==> src/rtl/result_writer_bram_if.sv <==
// Bundle for result_writer_bram: the start/status signals, the vector handshake and the BRAM port.
// Valid/ready: a vector transfers on a rising edge where i_valid && o_ready; the source holds i_result while i_valid is up.
interface result_writer_bram_if #(
  parameter int CNT_BIT  = 31,
  parameter int DWIDTH   = 32,
  parameter int AWIDTH   = 12,
  parameter int NUM_LANE = 8
);
  logic                       i_run;
  logic [CNT_BIT-1:0]         i_num_cnt;
  logic [AWIDTH-1:0]          i_base_addr;
  logic                       i_valid;
  logic [NUM_LANE*DWIDTH-1:0] i_result;
  logic                       o_ready;
  logic                       o_idle;
  logic                       o_write;
  logic                       o_done;
  logic [AWIDTH-1:0]          addr_b;
  logic                       ce_b;
  logic                       we_b;
  logic [DWIDTH-1:0]          d_b;
  logic [DWIDTH-1:0]          q_b;

  modport master (
    output i_run, i_num_cnt, i_base_addr, i_valid, i_result, q_b,
    input  o_ready, o_idle, o_write, o_done, addr_b, ce_b, we_b, d_b
  );

  modport slave (
    input  i_run, i_num_cnt, i_base_addr, i_valid, i_result, q_b,
    output o_ready, o_idle, o_write, o_done, addr_b, ce_b, we_b, d_b
  );
endinterface

==> src/rtl/result_writer_bram.sv <==
// Buffers one NUM_LANE-word result vector and writes its lanes to a single-port BRAM, one word per cycle.
// Optional macro RESULT_WRITER_RELU_EN: zero every negative lane on its way to the BRAM.
module result_writer_bram #(
  parameter int CNT_BIT  = 31,
  parameter int DWIDTH   = 32,
  parameter int AWIDTH   = 12,
  parameter int NUM_LANE = 8
) (
  input  logic               clk,
  input  logic               reset,
  result_writer_bram_if.slave bus,
  output logic [1:0]         dbg_state
);
  localparam int LANE_BIT = (NUM_LANE > 1) ? $clog2(NUM_LANE) : 1;
  localparam logic [LANE_BIT-1:0] LANE_LAST = LANE_BIT'(NUM_LANE - 1);
  localparam logic [CNT_BIT-1:0]  CNT_ONE   = CNT_BIT'(1);
  localparam logic [AWIDTH-1:0]   ADDR_ONE  = AWIDTH'(1);

  typedef enum logic [1:0] {
    S_IDLE  = 2'd0,
    S_FILL  = 2'd1,
    S_WRITE = 2'd2,
    S_DONE  = 2'd3
  } state_t;

  state_t              state, state_nx;
  logic [CNT_BIT-1:0]  num_cnt;
  logic [CNT_BIT-1:0]  vec_cnt;
  logic [LANE_BIT-1:0] lane_cnt;
  logic [AWIDTH-1:0]   wr_addr;
  logic [DWIDTH-1:0]   buf_q [NUM_LANE];
  logic [DWIDTH-1:0]   lane_raw;
  logic [DWIDTH-1:0]   lane_out;
  logic                last_lane;
  logic                last_vec;
  logic                unused_q;

  assign unused_q  = ^bus.q_b;
  assign dbg_state = state;
  assign last_lane = (lane_cnt == LANE_LAST);
  assign last_vec  = (vec_cnt == num_cnt - CNT_ONE);

  always_ff @(posedge clk or posedge reset) begin
    if (reset) state <= S_IDLE;
    else       state <= state_nx;
  end

  always_comb begin
    state_nx = state;
    case (state)
      S_IDLE:  if (bus.i_run) state_nx = (bus.i_num_cnt != '0) ? S_FILL : S_DONE;
      S_FILL:  if (bus.i_valid) state_nx = S_WRITE;
      S_WRITE: if (last_lane) state_nx = last_vec ? S_DONE : S_FILL;
      S_DONE:  state_nx = S_IDLE;
      default: state_nx = S_IDLE;
    endcase
  end

  // wr_addr walks base + vec*NUM_LANE + lane incrementally; AWIDTH overflow gives the modulo wrap.
  always_ff @(posedge clk or posedge reset) begin
    if (reset) begin
      num_cnt  <= '0;
      vec_cnt  <= '0;
      lane_cnt <= '0;
      wr_addr  <= '0;
      for (int k = 0; k < NUM_LANE; k++) buf_q[k] <= '0;
    end else begin
      case (state)
        S_IDLE: begin
          if (bus.i_run) begin
            num_cnt  <= bus.i_num_cnt;
            wr_addr  <= bus.i_base_addr;
            vec_cnt  <= '0;
            lane_cnt <= '0;
          end
        end
        S_FILL: begin
          if (bus.i_valid) begin
            for (int k = 0; k < NUM_LANE; k++) buf_q[k] <= bus.i_result[k*DWIDTH +: DWIDTH];
          end
        end
        S_WRITE: begin
          wr_addr <= wr_addr + ADDR_ONE;
          if (last_lane) begin
            lane_cnt <= '0;
            vec_cnt  <= vec_cnt + CNT_ONE;
          end else begin
            lane_cnt <= lane_cnt + 1'b1;
          end
        end
        S_DONE:  num_cnt <= '0;
        default: ;
      endcase
    end
  end

  always_comb begin
    lane_raw = buf_q[lane_cnt];
`ifdef RESULT_WRITER_RELU_EN
    lane_out = lane_raw[DWIDTH-1] ? '0 : lane_raw;
`else
    lane_out = lane_raw;
`endif
  end

  always_comb begin
    bus.o_idle  = (state == S_IDLE);
    bus.o_ready = (state == S_FILL);
    bus.o_write = (state == S_WRITE);
    bus.o_done  = (state == S_DONE);
    bus.ce_b    = (state == S_WRITE);
    bus.we_b    = (state == S_WRITE);
    bus.addr_b  = '0;
    bus.d_b     = '0;
    if (state == S_WRITE) begin
      bus.addr_b = wr_addr;
      bus.d_b    = lane_out;
    end
  end
endmodule

==> src/flat_wrapper.sv <==
// flat-port wrapper written by rule: the top's interface ports become plain ports
module result_writer_bram_flat 
#(
  parameter int CNT_BIT  = 31,
  parameter int DWIDTH   = 32,
  parameter int AWIDTH   = 12,
  parameter int NUM_LANE = 8
)
  (clk, reset, dbg_state, bus_i_run, bus_i_num_cnt, bus_i_base_addr, bus_i_valid, bus_i_result, bus_q_b, bus_o_ready, bus_o_idle, bus_o_write, bus_o_done, bus_addr_b, bus_ce_b, bus_we_b, bus_d_b);
  result_writer_bram_if #(.CNT_BIT(CNT_BIT), .DWIDTH(DWIDTH), .AWIDTH(AWIDTH), .NUM_LANE(NUM_LANE)) bus_i ();
  input  logic clk;
  input  logic reset;
  output logic [1:0] dbg_state;
  input wire logic [$bits(bus_i.i_run)-1:0] bus_i_run;
  input wire logic [$bits(bus_i.i_num_cnt)-1:0] bus_i_num_cnt;
  input wire logic [$bits(bus_i.i_base_addr)-1:0] bus_i_base_addr;
  input wire logic [$bits(bus_i.i_valid)-1:0] bus_i_valid;
  input wire logic [$bits(bus_i.i_result)-1:0] bus_i_result;
  input wire logic [$bits(bus_i.q_b)-1:0] bus_q_b;
  output wire logic [$bits(bus_i.o_ready)-1:0] bus_o_ready;
  output wire logic [$bits(bus_i.o_idle)-1:0] bus_o_idle;
  output wire logic [$bits(bus_i.o_write)-1:0] bus_o_write;
  output wire logic [$bits(bus_i.o_done)-1:0] bus_o_done;
  output wire logic [$bits(bus_i.addr_b)-1:0] bus_addr_b;
  output wire logic [$bits(bus_i.ce_b)-1:0] bus_ce_b;
  output wire logic [$bits(bus_i.we_b)-1:0] bus_we_b;
  output wire logic [$bits(bus_i.d_b)-1:0] bus_d_b;
  assign bus_i.i_run = bus_i_run;
  assign bus_i.i_num_cnt = bus_i_num_cnt;
  assign bus_i.i_base_addr = bus_i_base_addr;
  assign bus_i.i_valid = bus_i_valid;
  assign bus_i.i_result = bus_i_result;
  assign bus_i.q_b = bus_q_b;
  assign bus_o_ready = bus_i.o_ready;
  assign bus_o_idle = bus_i.o_idle;
  assign bus_o_write = bus_i.o_write;
  assign bus_o_done = bus_i.o_done;
  assign bus_addr_b = bus_i.addr_b;
  assign bus_ce_b = bus_i.ce_b;
  assign bus_we_b = bus_i.we_b;
  assign bus_d_b = bus_i.d_b;
  result_writer_bram #(.CNT_BIT(CNT_BIT), .DWIDTH(DWIDTH), .AWIDTH(AWIDTH), .NUM_LANE(NUM_LANE)) u_core (.clk(clk), .reset(reset), .bus(bus_i), .dbg_state(dbg_state));
endmodule
==> config.mk <==
export PLATFORM = sky130hd
export DESIGN_NAME = result_writer_bram_flat
export DESIGN_NICKNAME = d
export VERILOG_FILES = /design/src/rtl/result_writer_bram_if.sv /design/src/rtl/result_writer_bram.sv /design/src/flat_wrapper.sv
export SDC_FILE = /design/constraint.sdc
export NUM_CORES = 1
export LEC_CHECK = 0
export CAP_MARGIN = 25
export CELL_PAD_IN_SITES_DETAIL_PLACEMENT = 1
export CELL_PAD_IN_SITES_GLOBAL_PLACEMENT = 1
export CORE_ASPECT_RATIO = 0.75
export CORE_MARGIN = 2
export CORE_UTILIZATION = 55
export DETAILED_ROUTE_END_ITERATION = 16
export DONT_BUFFER_PORTS = 1
export HOLD_SLACK_MARGIN = 0.15
export PLACE_DENSITY = 0.95
export SYNTH_ARGS = -nofsm -noshare
export SYNTH_HDL_FRONTEND = slang
export SYNTH_SLANG_ARGS = --single-unit
==> constraint.sdc <==
create_clock -name clk -period 23.9 [get_ports clk]
set_input_delay 4.78 -clock clk [delete_from_list [all_inputs] [get_ports clk]]
set_output_delay 4.78 -clock clk [all_outputs]
set_load 0.02 [all_outputs]
==> Yosys cells after proc, flatten, opt, wreduce, memory -nomap -nowiden <==
Cells that the tools add are included.
{ "classes": {"addsub": 4, "n_lt_le_gt_ge": 1, "n_eq_ne": 8, "muxes": 21, "bitwise": 1, "reduce_logical": 9} }
{ "ops": {"columns": ["operator", "count"], "rows": [
  ["$pmux 31 s2", 2],
  ["$bmux 32 s3", 1],
  ["$mux 32", 3],
  ["$mux 31", 3],
  ["$add 31x1->31 const B", 1],
  ["$eq 31x31->1", 1],
  ["$reduce_bool 31->1", 1],
  ["$sub 31x1->31 const B", 1],
  ["$mux 12", 2],
  ["$pmux 12 s2", 1],
  ["$add 12x1->12 const B", 1],
  ["$mux 2", 5],
  ["$pmux 2 s4", 1],
  ["$mux 3", 2],
  ["$pmux 3 s2", 1],
  ["$reduce_and 2->1", 3],
  ["$reduce_and 3->1", 2],
  ["$eq 2x2->1 const B", 2],
  ["$ge 4x4->1 const B", 1],
  ["$ne 2x2->1 const B", 2],
  ["$not 3->4", 1],
  ["$reduce_bool 2->1", 2],
  ["$add 3x1->3 const B", 1],
  ["$eq 3x3->1 const B", 1],
  ["other kinds (3)", 3]
]} }
{ "word_totals": {"register_bits": 335, "elab_cells": 57} }

==> Logic depth before layout (Yosys ltp) <==
{ "depth": {"word_depth": 5, "mapped_depth": 12, "depth_no_buf": 9} }

==> Worst setup path before layout <==
No wires, ideal clock.
{ "synth_timing": {"path_kind": "reg2out", "start": "register u_core.lane_cnt[0]", "end": "output port bus_d_b[15]", "arrival_time_ns": 2.193, "required_time_ns": 19.120, "setup_slack_ns": 16.927, "stages_incl_launch_ff": 6, "cell_sequence": "dfrtp_1 > buf_1 > buf_1 > mux4_2 > mux2i_1 > nor2_1"} }
{ "synth_between": {"elab_chain_len": 5} }
{ "synth_rtl": {"columns": ["item", "line_no", "source"], "rows": [
  ["from (decl)", "result_writer_bram.sv:29", "logic [LANE_BIT-1:0] lane_cnt;"],
  ["from (signal assigned)", "result_writer_bram.sv:88", "lane_cnt <= lane_cnt + 1'b1;"],
  ["$not 3->4 (implied by the code)", "result_writer_bram.sv:98", "lane_raw = buf_q[lane_cnt];"],
  ["$bmux 32 s3", "result_writer_bram.sv:98", null],
  ["$mux 32 (implied by the code) (2 in a row)", "result_writer_bram.sv:98", null],
  ["$mux 32", "result_writer_bram.sv:115", "if (state == S_WRITE) begin"],
  ["to (decl)", "flat_wrapper.sv:27", "output wire logic [$bits(bus_i.d_b)-1:0] bus_d_b;"]
]} }
Every way passes these cells. The select of a mux whose other input is x is not followed.

==> Worst setup path after layout <==
{ "layout_timing": {"start": "register u_core.lane_cnt[0]", "end": "output port bus_d_b[22]"} }
The elaborated chain is that of the path after synthesis.

==> run_results.csv <==
group,metric,value,unit
outcome,status,"complete, no violations",
cells_and_area,n_fill_cell,2788,
route,drt-total-wl,51210,um
route,drcViolationCount,0,
floorplan,dieArea,31240,um2
yosys,async_flop_share,100.0,%
yosys,syn_nets,1646,
critical_path,crit_path_start,"u_core.lane_cnt[0]$_DFFE_PP0P_",
timing,hold_violations,0,
timing,setup_tns,0,ps
power_and_ir_drop,p_sw,977.1,uW
critical_path,start_kind,"flip-flop",
critical_path,crit_slowest_cell,"dfrtp_4",
timing,min_period_over_period,33.33,%
critical_path,r2r_cells,9,
power_and_ir_drop,p_comb_share,38.6,%
route,ant_nets,0,
placed_design,postPlaceCellArea,16720,um2
clock_tree,clockBufferDepth,3,
route,viasPerCell,6.474,
clock_tree,cts_tree,"built",
timing,worst_slew_pin_slew,991.4,ps
clock_tree,ctsHoldBuffers,0,
timing,setup_slack,15930,ps
power_and_ir_drop,leakage,7.430,nW
route,drt_iter0_drc,757,
worst_hold_path,hold_path_class,"flip-flop to flip-flop",
route,num_vias,11080,
yosys,syn_area_per_cell,12.56,um2
critical_path,critical_path_class,"flip-flop to output port",
yosys,synth.largest_area_cell,"dfrtp_1",
critical_path,slowest_delay,920,ps
global_routing,antenna_found_initial,22,
critical_path,r2r_end,"u_core.vec_cnt[27]$_DFFE_PP0P_",
critical_path,cp.required,19120,ps
yosys,synthCells,1306,
timing,slew-limit-headroom,33.74,%
yosys,syn-cell-area,16410,um2
floorplan,core_area,29190,um2
timing,drv_slew,0,
cells_and_area,multi_input_area,7632,um2
critical_path,crit_fanout,35,
cells_and_area,drive_gt1_share,31.80,%
yosys,synthTopCellsByArea,"dfrtp_1, mux2_2, mux4_2, mux2i_1, nand2_1",
critical_path,endpoint,"bus_d_b[22]",
placed_design,pre_cts_slack,16530,ps
power_and_ir_drop,clkPwrFrac,21.3,%
placed_design,io_buffers,0,
route,dr.pass1.iters,5,
critical_path,r2r-start,"u_core.lane_cnt[0]$_DFFE_PP0P_",
yosys,ys_types,60,
yosys,ys_ff_latch,335,
clock_tree,cts.htree.levels,2,
clock_tree,clk_latency,530,ps
cells_and_area,final_area,18060,um2
power_and_ir_drop,vdd_drop_max,102.5,uV
power_and_ir_drop,switching_share,36.76,%
timing,fmax,125.5,MHz
yosys,synth-edff-count,0,
clock_tree,cts_setup_buffers,0,
critical_path,worstPathCellList,"buf_4 > mux4_2 > mux2i_1 > nor2_1",
global_routing,grt_pass1_wl,77630,um
global_routing,grt_max_degree,124,
floorplan,die_w,203.4,um
timing,clock_skew,15.52,ps
global_routing,grt_pass1_vias,12420,
job,drv_cap,0,
route,wl_per_cell,29.93,um
clock_tree,clock_sinks,335,
yosys,yosysTopAreaCellShare,51.09,%
clock_tree,root_buffer,"clkbuf_16",
global_routing,grt_use_total,32.94,%
global_routing,overflow,0,
yosys,ys.flop_type,"dfrtp_1",
power_and_ir_drop,p_seq_share,40.1,%
cells_and_area,area_growth,10.10,%
yosys,synth_warnings,0,
placed_design,gp_congestion,0.8834,
critical_path,end_kind,"output port",
floorplan,die_h,153.6,um
timing,period_needed,7967,ps
placed_design,dpl.hpwl,35380,um
yosys,seq_area_frac_synth,51.09,%
timing,setup_violations,0,
floorplan,io_pins,387,
floorplan,rows,54,
cells_and_area,fin_nets,1617,
critical_path,worstPathArrival,3190,ps
power_and_ir_drop,finalPower,2.658,mW
power_and_ir_drop,p_per_area,147.1,nW/um2
clock_tree,path_clk_slew,60,ps
floorplan,start_util,56.21,%
timing,rsz0062_at_grt,"false",
clock_tree,cts-resized-gates,0,
clock_tree,numCtsBuffers,36,
cells_and_area,seq_area,8392,um2
cells_and_area,finish.utilization,61.89,%
critical_path,r2r_slack,20110,ps
power_and_ir_drop,p_int,1.681,mW
[synthesized netlist by cell type (3+ instances only)]
cell,number
and3_1,5
a21oi_1,16
o21ai_1,3
and2_1,9
nand2_1,98
nand3b_1,6
xor2_1,22
mux2_2,257
inv_1,19
nor2b_1,4
o31ai_1,6
o22ai_1,5
nand4_1,8
o21a_1,3
nor4b_1,3
a211oi_1,4
or3_1,15
or4_1,10
buf_1,19
dfrtp_1,335
nor4_1,20
ha_1,5
or2_2,4
nor3_1,15
mux2i_1,39
clkbuf_1,62
xnor2_1,32
nor3b_1,5
mux4_2,64
nand2b_1,7
nand3_1,48
a221oi_1,4
o21ai_0,22
and4_1,3
nor2_1,92
o211ai_1,4
[layer usage]
metal	global-route usage [%]	vias to the layer above	routed length [um]
li1	-	4690	-
met1	39.88	5784	19260
met2	56.77	469	26250
met3	8.817	122	3831
met4	12.20	12	1792
met5	0	-	77
[cell usage in the layout, fill, tap and decap left out, drive strengths merged, types with 6 or more instances in the layout]
| master | n |
|---|---|
| buf | 18 |
| o21ai | 25 |
| nand3 | 48 |
| a21oi | 16 |
| dfrtp | 335 |
| xor2 | 22 |
| nor3 | 17 |
| nand3b | 6 |
| mux2 | 257 |
| nand2 | 98 |
| inv | 21 |
| nor4 | 22 |
| clkbuf | 57 |
| nor2 | 92 |
| or4 | 11 |
| and2 | 9 |
| nand4 | 8 |
| or3 | 15 |
| mux4 | 64 |
| nand2b | 7 |
| mux2i | 39 |
| xnor2 | 32 |
| o31ai | 6 |
| diode | 17 |
[area by class of cell]
type                    count  share of cell area (%)
multi-input cells         867                   42.25
clock inverters             6                  0.3463
well taps                 392                   2.715
clock buffers              57                   6.261
inverters                  19                  0.4363
flip-flops and latches    335                   46.45
diodes                     17                  0.2355
repair buffers             18                   1.302
[flip-flops by register name, summed over array words and instances (netlist names)]
register          count
u_core.buf_q        256
u_core.num_cnt       31
u_core.wr_addr       12
u_core.dbg_state      2
u_core.vec_cnt       31
u_core.lane_cnt       3
[critical path: cells and delay by family (launching register included)]
family	cells	cell delay, ps
flops	1	920
mux	2	850
buf+inv	1	690
simple gates	1	180
[power by group through the flow]
stage          logic (mW)  registers [mW]  clock network, mW
3_3_place_gp        0.916            1.01                  0
3_5_place_dp         1.00            1.05                  0
4_1_cts              1.02            1.06              0.573
2_1_floorplan       0.822           0.932                  0
6_report             1.03            1.07              0.567
5_1_grt              1.10            1.09              0.598
[how the worst min path moves through the flow]
stage,from,to,slack [ps],cells after the start
final,u_core.buf_q[188]$_DFFE_PP0P_,u_core.buf_q[188]$_DFFE_PP0P_,500,1
after global routing,u_core.buf_q[42]$_DFFE_PP0P_,u_core.buf_q[42]$_DFFE_PP0P_,520,1
after CTS,u_core.buf_q[11]$_DFFE_PP0P_,u_core.buf_q[11]$_DFFE_PP0P_,500,1
after detailed placement,u_core.buf_q[11]$_DFFE_PP0P_,u_core.buf_q[11]$_DFFE_PP0P_,490,1
after global placement,u_core.buf_q[71]$_DFFE_PP0P_,u_core.buf_q[71]$_DFFE_PP0P_,480,1
after floorplan,u_core.wr_addr[11]$_DFFE_PP0P_,u_core.wr_addr[11]$_DFFE_PP0P_,470,2
[cells by family after synthesis]
group | Yosys count | synth area share (%)
muxes | 360 | 28.80
and+or+nand+nor | 360 | 10.84
DFF | 335 | 51.09
buffers and inverters | 104 | 2.478
AOI/OAI and AO/OA | 88 | 3.523
xor gates and xnor gates | 54 | 2.883
adders and majority gates | 5 | 0.3813
[stage by stage]
stage	hold slack, ps	instances
after floorplan	466.1	1306
after global placement	481.8	1626
after detailed placement	491.0	1627
after CTS	504.0	1690
after global routing	523.4	1710
final	502.5	1711
(Power assumes the default switching activity.)
